[config.mk]
export PLATFORM = sky130hd
export DESIGN_NAME = dmem_port_arbiter
export DESIGN_NICKNAME = d
export VERILOG_FILES = /design/src/rtl/dmem_arb_pkg.sv /design/src/rtl/dmem_arb_pick.sv /design/src/rtl/dmem_port_arbiter.sv
export SDC_FILE = /design/constraint.sdc
export NUM_CORES = 1
export LEC_CHECK = 0
export ABC_CLOCK_PERIOD_IN_PS = 2100
export CAP_MARGIN = 30
export CELL_PAD_IN_SITES_DETAIL_PLACEMENT = 0
export CELL_PAD_IN_SITES_GLOBAL_PLACEMENT = 1
export CORE_MARGIN = 10
export CORE_UTILIZATION = 29
export CTS_CLUSTER_DIAMETER = 100
export CTS_CLUSTER_SIZE = 24
export DETAILED_ROUTE_END_ITERATION = 6
export PLACE_DENSITY = 0.84
export SYNTH_ARGS = -nofsm -noshare
export SYNTH_HDL_FRONTEND = slang
export SYNTH_SLANG_ARGS = --single-unit
[constraint.sdc]
create_clock -name clk -period 2.1 [get_ports clk]
set_input_delay 0.63 -clock clk [delete_from_list [all_inputs] [get_ports clk]]
set_output_delay 0.63 -clock clk [all_outputs]
set_load 0.02 [all_outputs]
[src/rtl/dmem_arb_pkg.sv]
// Shared types for the data-memory port arbiter.
// State and owner encodings, latched request bundle, default parameters.
package dmem_arb_pkg;

  localparam int DEF_AW         = 32;
  localparam int DEF_DW         = 32;
  localparam int DEF_MEM_LAT    = 1;
  localparam int DEF_STARVE_MAX = 4;

  typedef enum logic [1:0] {
    IDLE,
    ISSUE,
    WAIT
  } state_t;

  typedef enum logic {
    OWN_CPU,
    OWN_DBG
  } owner_t;

  typedef struct packed {
    logic                  we;
    logic [DEF_AW-1:0]     addr;
    logic [DEF_DW-1:0]     wdata;
    logic [DEF_DW/8-1:0]   be;
  } mem_req_t;

endpackage

[src/rtl/dmem_arb_pick.sv]
// Combinational winner select between CPU and DBG requesters.
// A masked requester still contends but cannot be granted this cycle.
module dmem_arb_pick (
  input  logic cpu_req,
  input  logic dbg_req,
  input  logic cpu_mask,
  input  logic dbg_mask,
  input  logic starve_hit,
  output logic grant_cpu,
  output logic grant_dbg
);

  logic pick_dbg;

  always_comb begin
    pick_dbg = 1'b0;
    unique case (1'b1)
      (cpu_req & dbg_req):  pick_dbg = starve_hit;
      (dbg_req & ~cpu_req): pick_dbg = 1'b1;
      default:              pick_dbg = 1'b0;
    endcase
  end

  assign grant_cpu = cpu_req & ~pick_dbg & ~cpu_mask;
  assign grant_dbg = dbg_req &  pick_dbg & ~dbg_mask;

endmodule

[src/rtl/dmem_port_arbiter.sv]
// Data-memory arbiter: CPU MEM stage vs debug/loader port.
// Define DMEM_ARB_PERF_EN to add access and stall performance counters.
module dmem_port_arbiter
  import dmem_arb_pkg::*;
#(
  parameter int AW         = DEF_AW,
  parameter int DW         = DEF_DW,
  parameter int MEM_LAT    = DEF_MEM_LAT,
  parameter int STARVE_MAX = DEF_STARVE_MAX
) (
  input  logic            clk,
  input  logic            reset,
  input  logic            cpu_req,
  input  logic            cpu_we,
  input  logic [AW-1:0]   cpu_addr,
  input  logic [DW-1:0]   cpu_wdata,
  input  logic [DW/8-1:0] cpu_be,
  output logic [DW-1:0]   cpu_rdata,
  output logic            cpu_done,
  output logic            cpu_stall,
  input  logic            dbg_req,
  input  logic            dbg_we,
  input  logic [AW-1:0]   dbg_addr,
  input  logic [DW-1:0]   dbg_wdata,
  input  logic [DW/8-1:0] dbg_be,
  output logic [DW-1:0]   dbg_rdata,
  output logic            dbg_done,
  output logic            mem_en,
  output logic            mem_we,
  output logic [AW-1:0]   mem_addr,
  output logic [DW-1:0]   mem_wdata,
  output logic [DW/8-1:0] mem_be,
  input  logic [DW-1:0]   mem_rdata
`ifdef DMEM_ARB_PERF_EN
  ,
  output logic [31:0]     perf_cpu_acc,
  output logic [31:0]     perf_dbg_acc,
  output logic [31:0]     perf_stall_cyc
`endif
);

  localparam int LW = $clog2(MEM_LAT + 1);
  localparam int SW = $clog2(STARVE_MAX + 1);

  state_t         state;
  owner_t         owner;
  mem_req_t       req_q;
  mem_req_t       cpu_f;
  mem_req_t       dbg_f;
  logic [LW-1:0]  lat_cnt;
  logic [SW-1:0]  starve_cnt;
  logic           starve_hit;
  logic           grant_cpu;
  logic           grant_dbg;
  logic           in_idle;

  assign cpu_f = '{we: cpu_we, addr: cpu_addr,
                   wdata: cpu_wdata, be: cpu_be};
  assign dbg_f = '{we: dbg_we, addr: dbg_addr,
                   wdata: dbg_wdata, be: dbg_be};

  assign starve_hit = (starve_cnt == SW'(STARVE_MAX));
  assign in_idle    = (state == IDLE);

  // A port whose done is showing is still holding req; never reissue it.
  dmem_arb_pick u_pick (
    .cpu_req    (cpu_req & in_idle),
    .dbg_req    (dbg_req & in_idle),
    .cpu_mask   (cpu_done),
    .dbg_mask   (dbg_done),
    .starve_hit (starve_hit),
    .grant_cpu  (grant_cpu),
    .grant_dbg  (grant_dbg)
  );

  assign mem_we    = req_q.we;
  assign mem_addr  = req_q.addr;
  assign mem_wdata = req_q.wdata;
  assign mem_be    = req_q.be;
  assign cpu_stall = cpu_req & ~cpu_done;

  always_ff @(posedge clk) begin
    if (reset) begin
      state      <= IDLE;
      owner      <= OWN_CPU;
      req_q      <= '0;
      lat_cnt    <= '0;
      starve_cnt <= '0;
      mem_en     <= 1'b0;
      cpu_done   <= 1'b0;
      dbg_done   <= 1'b0;
      cpu_rdata  <= '0;
      dbg_rdata  <= '0;
    end else begin
      mem_en    <= 1'b0;
      cpu_done  <= 1'b0;
      dbg_done  <= 1'b0;
      cpu_rdata <= '0;
      dbg_rdata <= '0;
      unique case (state)
        IDLE: begin
          if (grant_cpu | grant_dbg) begin
            state  <= ISSUE;
            mem_en <= 1'b1;
            owner  <= grant_dbg ? OWN_DBG : OWN_CPU;
            req_q  <= grant_dbg ? dbg_f : cpu_f;
            if (grant_dbg | ~dbg_req)
              starve_cnt <= '0;
            else if (!starve_hit)
              starve_cnt <= starve_cnt + SW'(1);
          end
        end
        ISSUE: begin
          state   <= WAIT;
          lat_cnt <= LW'(MEM_LAT);
        end
        WAIT: begin
          if (lat_cnt == LW'(1)) begin
            state <= IDLE;
            if (owner == OWN_DBG) begin
              dbg_done  <= 1'b1;
              dbg_rdata <= req_q.we ? '0 : mem_rdata;
            end else begin
              cpu_done  <= 1'b1;
              cpu_rdata <= req_q.we ? '0 : mem_rdata;
            end
          end else begin
            lat_cnt <= lat_cnt - LW'(1);
          end
        end
        default: state <= IDLE;
      endcase
    end
  end

`ifdef DMEM_ARB_PERF_EN
  always_ff @(posedge clk) begin
    if (reset) begin
      perf_cpu_acc   <= '0;
      perf_dbg_acc   <= '0;
      perf_stall_cyc <= '0;
    end else begin
      perf_cpu_acc   <= perf_cpu_acc + 32'(cpu_done);
      perf_dbg_acc   <= perf_dbg_acc + 32'(dbg_done);
      perf_stall_cyc <= perf_stall_cyc + 32'(cpu_stall);
    end
  end
`endif

endmodule

Yosys cells after proc, flatten, opt, wreduce, memory -nomap -nowiden
Cells that the tools add are included.
{"block": "classes", "muxes": 14, "n_reduce_logical": 9, "n_eq_ne": 6, "add_sub_neg": 2, "n_bitwise": 20}
{"cell": "$mux W69", "n": 1}
{"cell": "$mux W32", "n": 1}
{"cell": "$and A1 B1 Y1", "n": 9}
{"cell": "$not A1 Y1", "n": 9}
{"cell": "$reduce_or A4 Y1", "n": 2}
{"cell": "$mux W3", "n": 2}
{"cell": "$pmux W2 S3", "n": 1}
{"cell": "$mux W1", "n": 5}
{"cell": "$mux W2", "n": 2}
{"cell": "$ne A2 B2 Y1 const B", "n": 2}
{"cell": "$pmux W1 S2", "n": 2}
{"cell": "$reduce_and A2 Y1", "n": 2}
{"cell": "$add A3 B1 Y3 const B", "n": 1}
{"cell": "$eq A3 B3 Y1 const B", "n": 1}
{"cell": "$reduce_and A3 Y1", "n": 1}
{"cell": "$reduce_or A3 Y1", "n": 1}
{"cell": "$eq A2 B1 Y1 const B", "n": 1}
{"cell": "$eq A2 B2 Y1 const B", "n": 1}
{"cell": "$logic_not A2 Y1", "n": 1}
{"cell": "$ne A2 B1 Y1 const B", "n": 1}
{"cell": "$or A1 B1 Y1", "n": 2}
{"cell": "$reduce_bool A2 Y1", "n": 1}
{"cell": "$reduce_or A2 Y1", "n": 1}
{"cell": "$sub A1 B1 Y1 const B", "n": 1}
{"block": "totals", "regBits": 143, "output_inout_bits": 137, "inputBits": 174, "word_cells": 64}

Logic depth before layout (Yosys ltp)
Gate-level depths: netlist (run 1).
{"block": "logic_depth", "depth_word": 11, "depth_mapped": 8, "ltp_nobuf": 6}

Hierarchy
A second synthesis (run 1) with hierarchy kept.
{"block": "hier_totals", "hier_cells": 542, "hier_area_um2": 5412.7}
{"mod": "dmem_port_arbiter", "n_inst": 1, "cells_per_inst": 538, "area_each_um2": 5382.7, "seq_area_each_um2": 2862.7}
{"mod": "dmem_arb_pick", "n_inst": 1, "cells_per_inst": 4, "area_each_um2": 30.0, "seq_area_each_um2": 0.0}

Least setup slack after synthesis (run 1)
No wires, ideal clock.
{"block": "synth_timing", "path_kind": "in2reg", "startpoint": "input cpu_req", "endpoint": "register req_q (netlist bit mem_wdata[10])", "stages": 6, "slack_ns": 0.466, "required_time_ns": 1.954, "t_arrival_ns": 1.488, "path_buffers": 2, "setup_time_ns": 0.146, "cell_sequence": "a21bo_4 > and4_4 > buf_12 > buf_12 > a21oi_2 > a211oi_2"}
{"block": "synth_between", "elab_chain_cells": 9, "word_cells_on_any_way": 13, "cone_classes": "2 x mux; 10 x bitwise; 1 x reduce/logical"}
{"item": "start, declared", "line_no": "dmem_port_arbiter.sv:13", "source": "input logic cpu_req,"}
{"item": "$and A1 B1 Y1 (*)", "line_no": "dmem_port_arbiter.sv:67", "source": ".cpu_req (cpu_req & in_idle),"}
{"item": "$not A1 Y1", "line_no": "dmem_arb_pick.sv:19", "source": "(dbg_req & ~cpu_req): pick_dbg = 1'b1;"}
{"item": "$and A1 B1 Y1", "line_no": "dmem_arb_pick.sv:19"}
{"item": "$pmux W1 S2", "line_no": "dmem_arb_pick.sv:17", "source": "unique case (1'b1)"}
{"item": "$not A1 Y1", "line_no": "dmem_arb_pick.sv:24", "source": "assign grant_cpu = cpu_req & ~pick_dbg & ~cpu_mask;"}
{"item": "$and A1 B1 Y1 (2 in series)", "line_no": "dmem_arb_pick.sv:24"}
{"item": "$or A1 B1 Y1", "line_no": "dmem_port_arbiter.sv:102", "source": "if (grant_cpu | grant_dbg) begin"}
{"item": "$reduce_and A2 Y1 (no line)"}
{"item": "end signal, assigned", "line_no": "dmem_port_arbiter.sv:106", "source": "req_q <= grant_dbg ? dbg_f : cpu_f;"}
{"item": "end, declared", "line_no": "dmem_port_arbiter.sv:47", "source": "mem_req_t req_q;"}
Every way passes the cells marked *; elsewhere a longest branch is shown, timed or not.
A chain may end at the register's enable or synchronous reset.

Worst setup path after layout (run 1)
{"block": "layout_timing", "startpoint": "register req_q (netlist bit mem_wdata[15])", "endpoint": "output mem_wdata[15]"}
{"item": "end, declared", "line_no": "dmem_port_arbiter.sv:31", "source": "output logic [DW-1:0] mem_wdata,"}
No word-level cell between the ends.

==> results of run 1 <==
[final cells by class]
class	count	area [sq um]	area share
repair buffers	335	3410	0.3409
clock inverters	15	196.4	0.01964
inverters	7	26.28	0.002627
flip-flops and latches	143	2863	0.2862
multi-input cells	414	2744	0.2743
clock buffers	17	425.4	0.04253
well taps	270	337.8	0.03378
[flip-flops by register name, indices dropped and copies added, names as in the netlist]
signal      flops
cpu_done        1
cpu_rdata      32
dbg_done        1
dbg_rdata      32
lat_cnt         1
mem_addr       32
mem_be          4
mem_en          1
mem_wdata      32
mem_we          1
owner           1
starve_cnt      3
state           2
[what timing repair did]
| item | CTS | global route |
|---|---|---|
| gates resized for setup | 10 | 9 |
| cloned | 0 | 0 |
| pin swaps | 0 | 0 |
| setup endpoints to repair | 6 | 8 |
[per-stage QoR]
| step | setup TNS [ps] | power, mW |
|---|---|---|
| 2_1_floorplan | 0 | 5.873 |
| 3_3_place_gp | -13510 | 7.346 |
| 3_5_place_dp | -13690 | 7.366 |
| 4_1_cts | 0 | 10.58 |
| 5_1_grt | 0 | 10.96 |
| 6_report | 0 | 10.40 |
[cell families (layout without fill, tap and decap cells)]
kind of cell	count (synthesis)	count (layout)
adder cells (fa/ha/maj)	6	6
buffers and inverters	58	374
AND/OR/NAND/NOR	260	260
AO/OA/AOI/OAI	146	146
flip-flops	143	143
multiplexers	2	2
[power by group through the flow]
stage / logic [mW] / registers [mW] / clock network [mW]
after floorplan: 2.04 / 3.84 / 0
after global placement: 3.95 / 3.39 / 0
after detailed placement: 3.96 / 3.41 / 0
after CTS: 3.96 / 3.35 / 3.27
after global routing: 4.19 / 3.39 / 3.37
final: 3.88 / 3.35 / 3.17
[cells in the mapped netlist]
library cell | instances | share of area
a211oi_1 | 3 | 0.0037
a32oi_1 | 1 | 0.0015
buf_1 | 2 | 0.0012
o21ai_0 | 1 | 0.00083
buf_12 | 8 | 0.027
nand4b_1 | 1 | 0.0015
clkbuf_1 | 15 | 0.0094
nand2b_1 | 36 | 0.037
nor2b_1 | 3 | 0.0031
and4_4 | 1 | 0.0019
a311oi_1 | 1 | 0.0015
inv_1 | 7 | 0.0044
nand2_1 | 75 | 0.047
mux2i_1 | 2 | 0.0033
a21bo_4 | 1 | 0.0027
ha_1 | 6 | 0.012
buf_4 | 4 | 0.0050
and3b_1 | 1 | 0.0015
nand3_1 | 3 | 0.0025
nand4_2 | 1 | 0.0021
clkbuf_2 | 1 | 0.00083
nor2_1 | 137 | 0.085
buf_2 | 14 | 0.012
a21oi_1 | 5 | 0.0042
a211oi_2 | 68 | 0.14
a21oi_2 | 66 | 0.096
and2_1 | 1 | 0.0010
dfxtp_1 | 143 | 0.48
buf_6 | 7 | 0.013
or3_1 | 1 | 0.0010
[worst max path at each step]
| stage | start | to | slack, ps |
|---|---|---|---|
| floorplan | cpu_req | mem_wdata[10] | 470 |
| global placement | cpu_req | cpu_stall | -440 |
| detailed placement | cpu_req | cpu_stall | -450 |
| CTS | cpu_req | cpu_stall | 0.2 |
| global route | mem_wdata[15] | mem_wdata[15] | 0.6 |
| finish | mem_wdata[15] | mem_wdata[15] | 40 |
[per-layer routing]
layer  vias to the layer above  share of wire  GRT usage
met2                       209           0.46     0.2493
li1                       2659              -          -
met3                        15           0.14    0.09687
met4                         0          0.011    0.04184
met5                         -              0          0
met1                      2442           0.39     0.1699
==> reports/qor.txt, run 1 <==
Status -> complete, no violations
Hold_buf cts -> 0
Die X-Extent -> 164.0 um
Post-synthesis simple-gate area fraction -> 0.1843
Hold_sp -> mem_addr[30]
Commonest cells after routing, fill and taps aside -> clkdlybuf4s50_1, dfxtp_1, nor2_1
#FFs+latches synth -> 143
Antenna Violating Nets Remaining -> 0
Worst-skew pair later-pin latency -> 420 ps
Family with the most delay on the worst path -> buffers and inverters
DIE AREA -> 26,900 sq um
Worst R2R Start -> state[0]
Switching Share -> 0.3517
CTS tree -> yes
Rel. slew slack -> 0.6188
Vias -> 5,325
Critical path's largest stage delay -> 640 ps
R2r setup slk -> 230 ps
Post-DP Area -> 9364 sq um
Yosys cell types -> 30
Critical path buffer and inverter count -> 1
RD Place Congestion -> 0.7824
Starting Density -> 0.2964
Final setup violation count -> 0
Unrepaired setup endpoints after global routing -> no
Layout Nets -> 1,098
Hold Vio Cnt, Final -> 0
Combinational share of power -> 0.373
Critical Path Sink Type -> output pin
Overflow after GRT -> 0
P per Cell Area -> 1040 nW/um^2
Synthesis Warnings -> 0
Worst-path clk slew -> 70 ps
Post-route setup slack -> 36.30 ps
Postcts setup bufs -> 0
Worst Hold Path Cells -> 2
Cell Count, Final, Fillers Out -> 1,201
Synth Area in Compound Gates -> 0.2519
Fmax -> 0.4846 GHz
Xor/xnor share of the synthesized area -> 0
Pin count of the biggest net entering global routing -> 48
Hold Crit Endpoint -> mem_addr[30]
CTS Buf Count -> 17
Row Count -> 52
Worst Clk Skew -> 8.529 ps
DRC Markers -> 0
Clock Sinks -> 143
Clock network fraction of design power -> 0.305
Worst path depth -> 1
Final Util -> 0.4927
Leakage dissipation -> 3.803 nW
Final wirelength -> 21,380 um
Pre-CTS setup slack -> -450.6 ps
Clk buf depth -> 2
Synthesized area -> 6016 sq um
Syn avg cell area -> 9.782 sq um
First-pass GRT wire length -> 32,520 um
R2R cell count -> 8
Data arrival time of the critical path -> 1430 ps
Internal Power -> 6.743 mW
Hold Slack -> 493.6 ps
Post-Syn Nets -> 795
Final instance area -> 10,000 sq um
IO Port Bufs -> 310
I/O pins -> 311
Register area share after synthesis -> 0.4759
CP max stage cell -> clkdlybuf4s50_1
Initial antenna violation count -> 0
Final HPWL from detailed placement -> 15,680 um
Core area -> 20,300 sq um
DRT Pass-1 Iters -> 4
Multiplexer share of the synthesized area -> 0.003328
Routed WL per cell -> 17.80 um
WS Path Type -> register to output pin
Hold Crit Class -> register to register
Commonest non-fill, non-tap cell in the layout -> clkdlybuf4s50_1
Syn Inst Count -> 615
Ant. Diodes -> 0
Largest family of logic cells by synthesized area -> compound AO/OA/AOI/OAI gates
Area growth, synth to finish -> 66.26%
Adder-Cell Fraction of Synth Area -> 0.01248
Worst Tran Pin Value -> 571.8 ps
Crit-path cells -> clkdlybuf4s50_1
Overall routing resource usage -> 0.1559
NetSw -> 3.657 mW
Share of post-route cells with drive strength above 1 -> 0.2137
Fillers -> 1,920
CTS root buf -> clkbuf_16
VDD IR-drop max -> 0.5616 mV
Final Critical Period -> 2064 ps
CP Max Fanout -> 2
Sequential Power Share -> 0.322
Die H -> 164.0 um
Period utilization -> 0.9827
R2r endpoint -> mem_be[3]
Number of global-route vias before repair -> 5,556
Slew Limit Fails -> 0
CP startpoint kind -> register
Placed insts -> 1,169
Iter 0 DRT Violations -> 201
MaxCap Viol Count -> 0
Critical path required time -> 1470 ps
H-tree depth -> 4
Vias per cell -> 4.434
Note: power is estimated with default switching activity, not from simulation.
==> run 2, diff against run 1 <==
Settings changed: SLEW_MARGIN from default to 20.
==> results of run 2 <==
No change in the layout: final DEF, timing and power equal those of run 1.
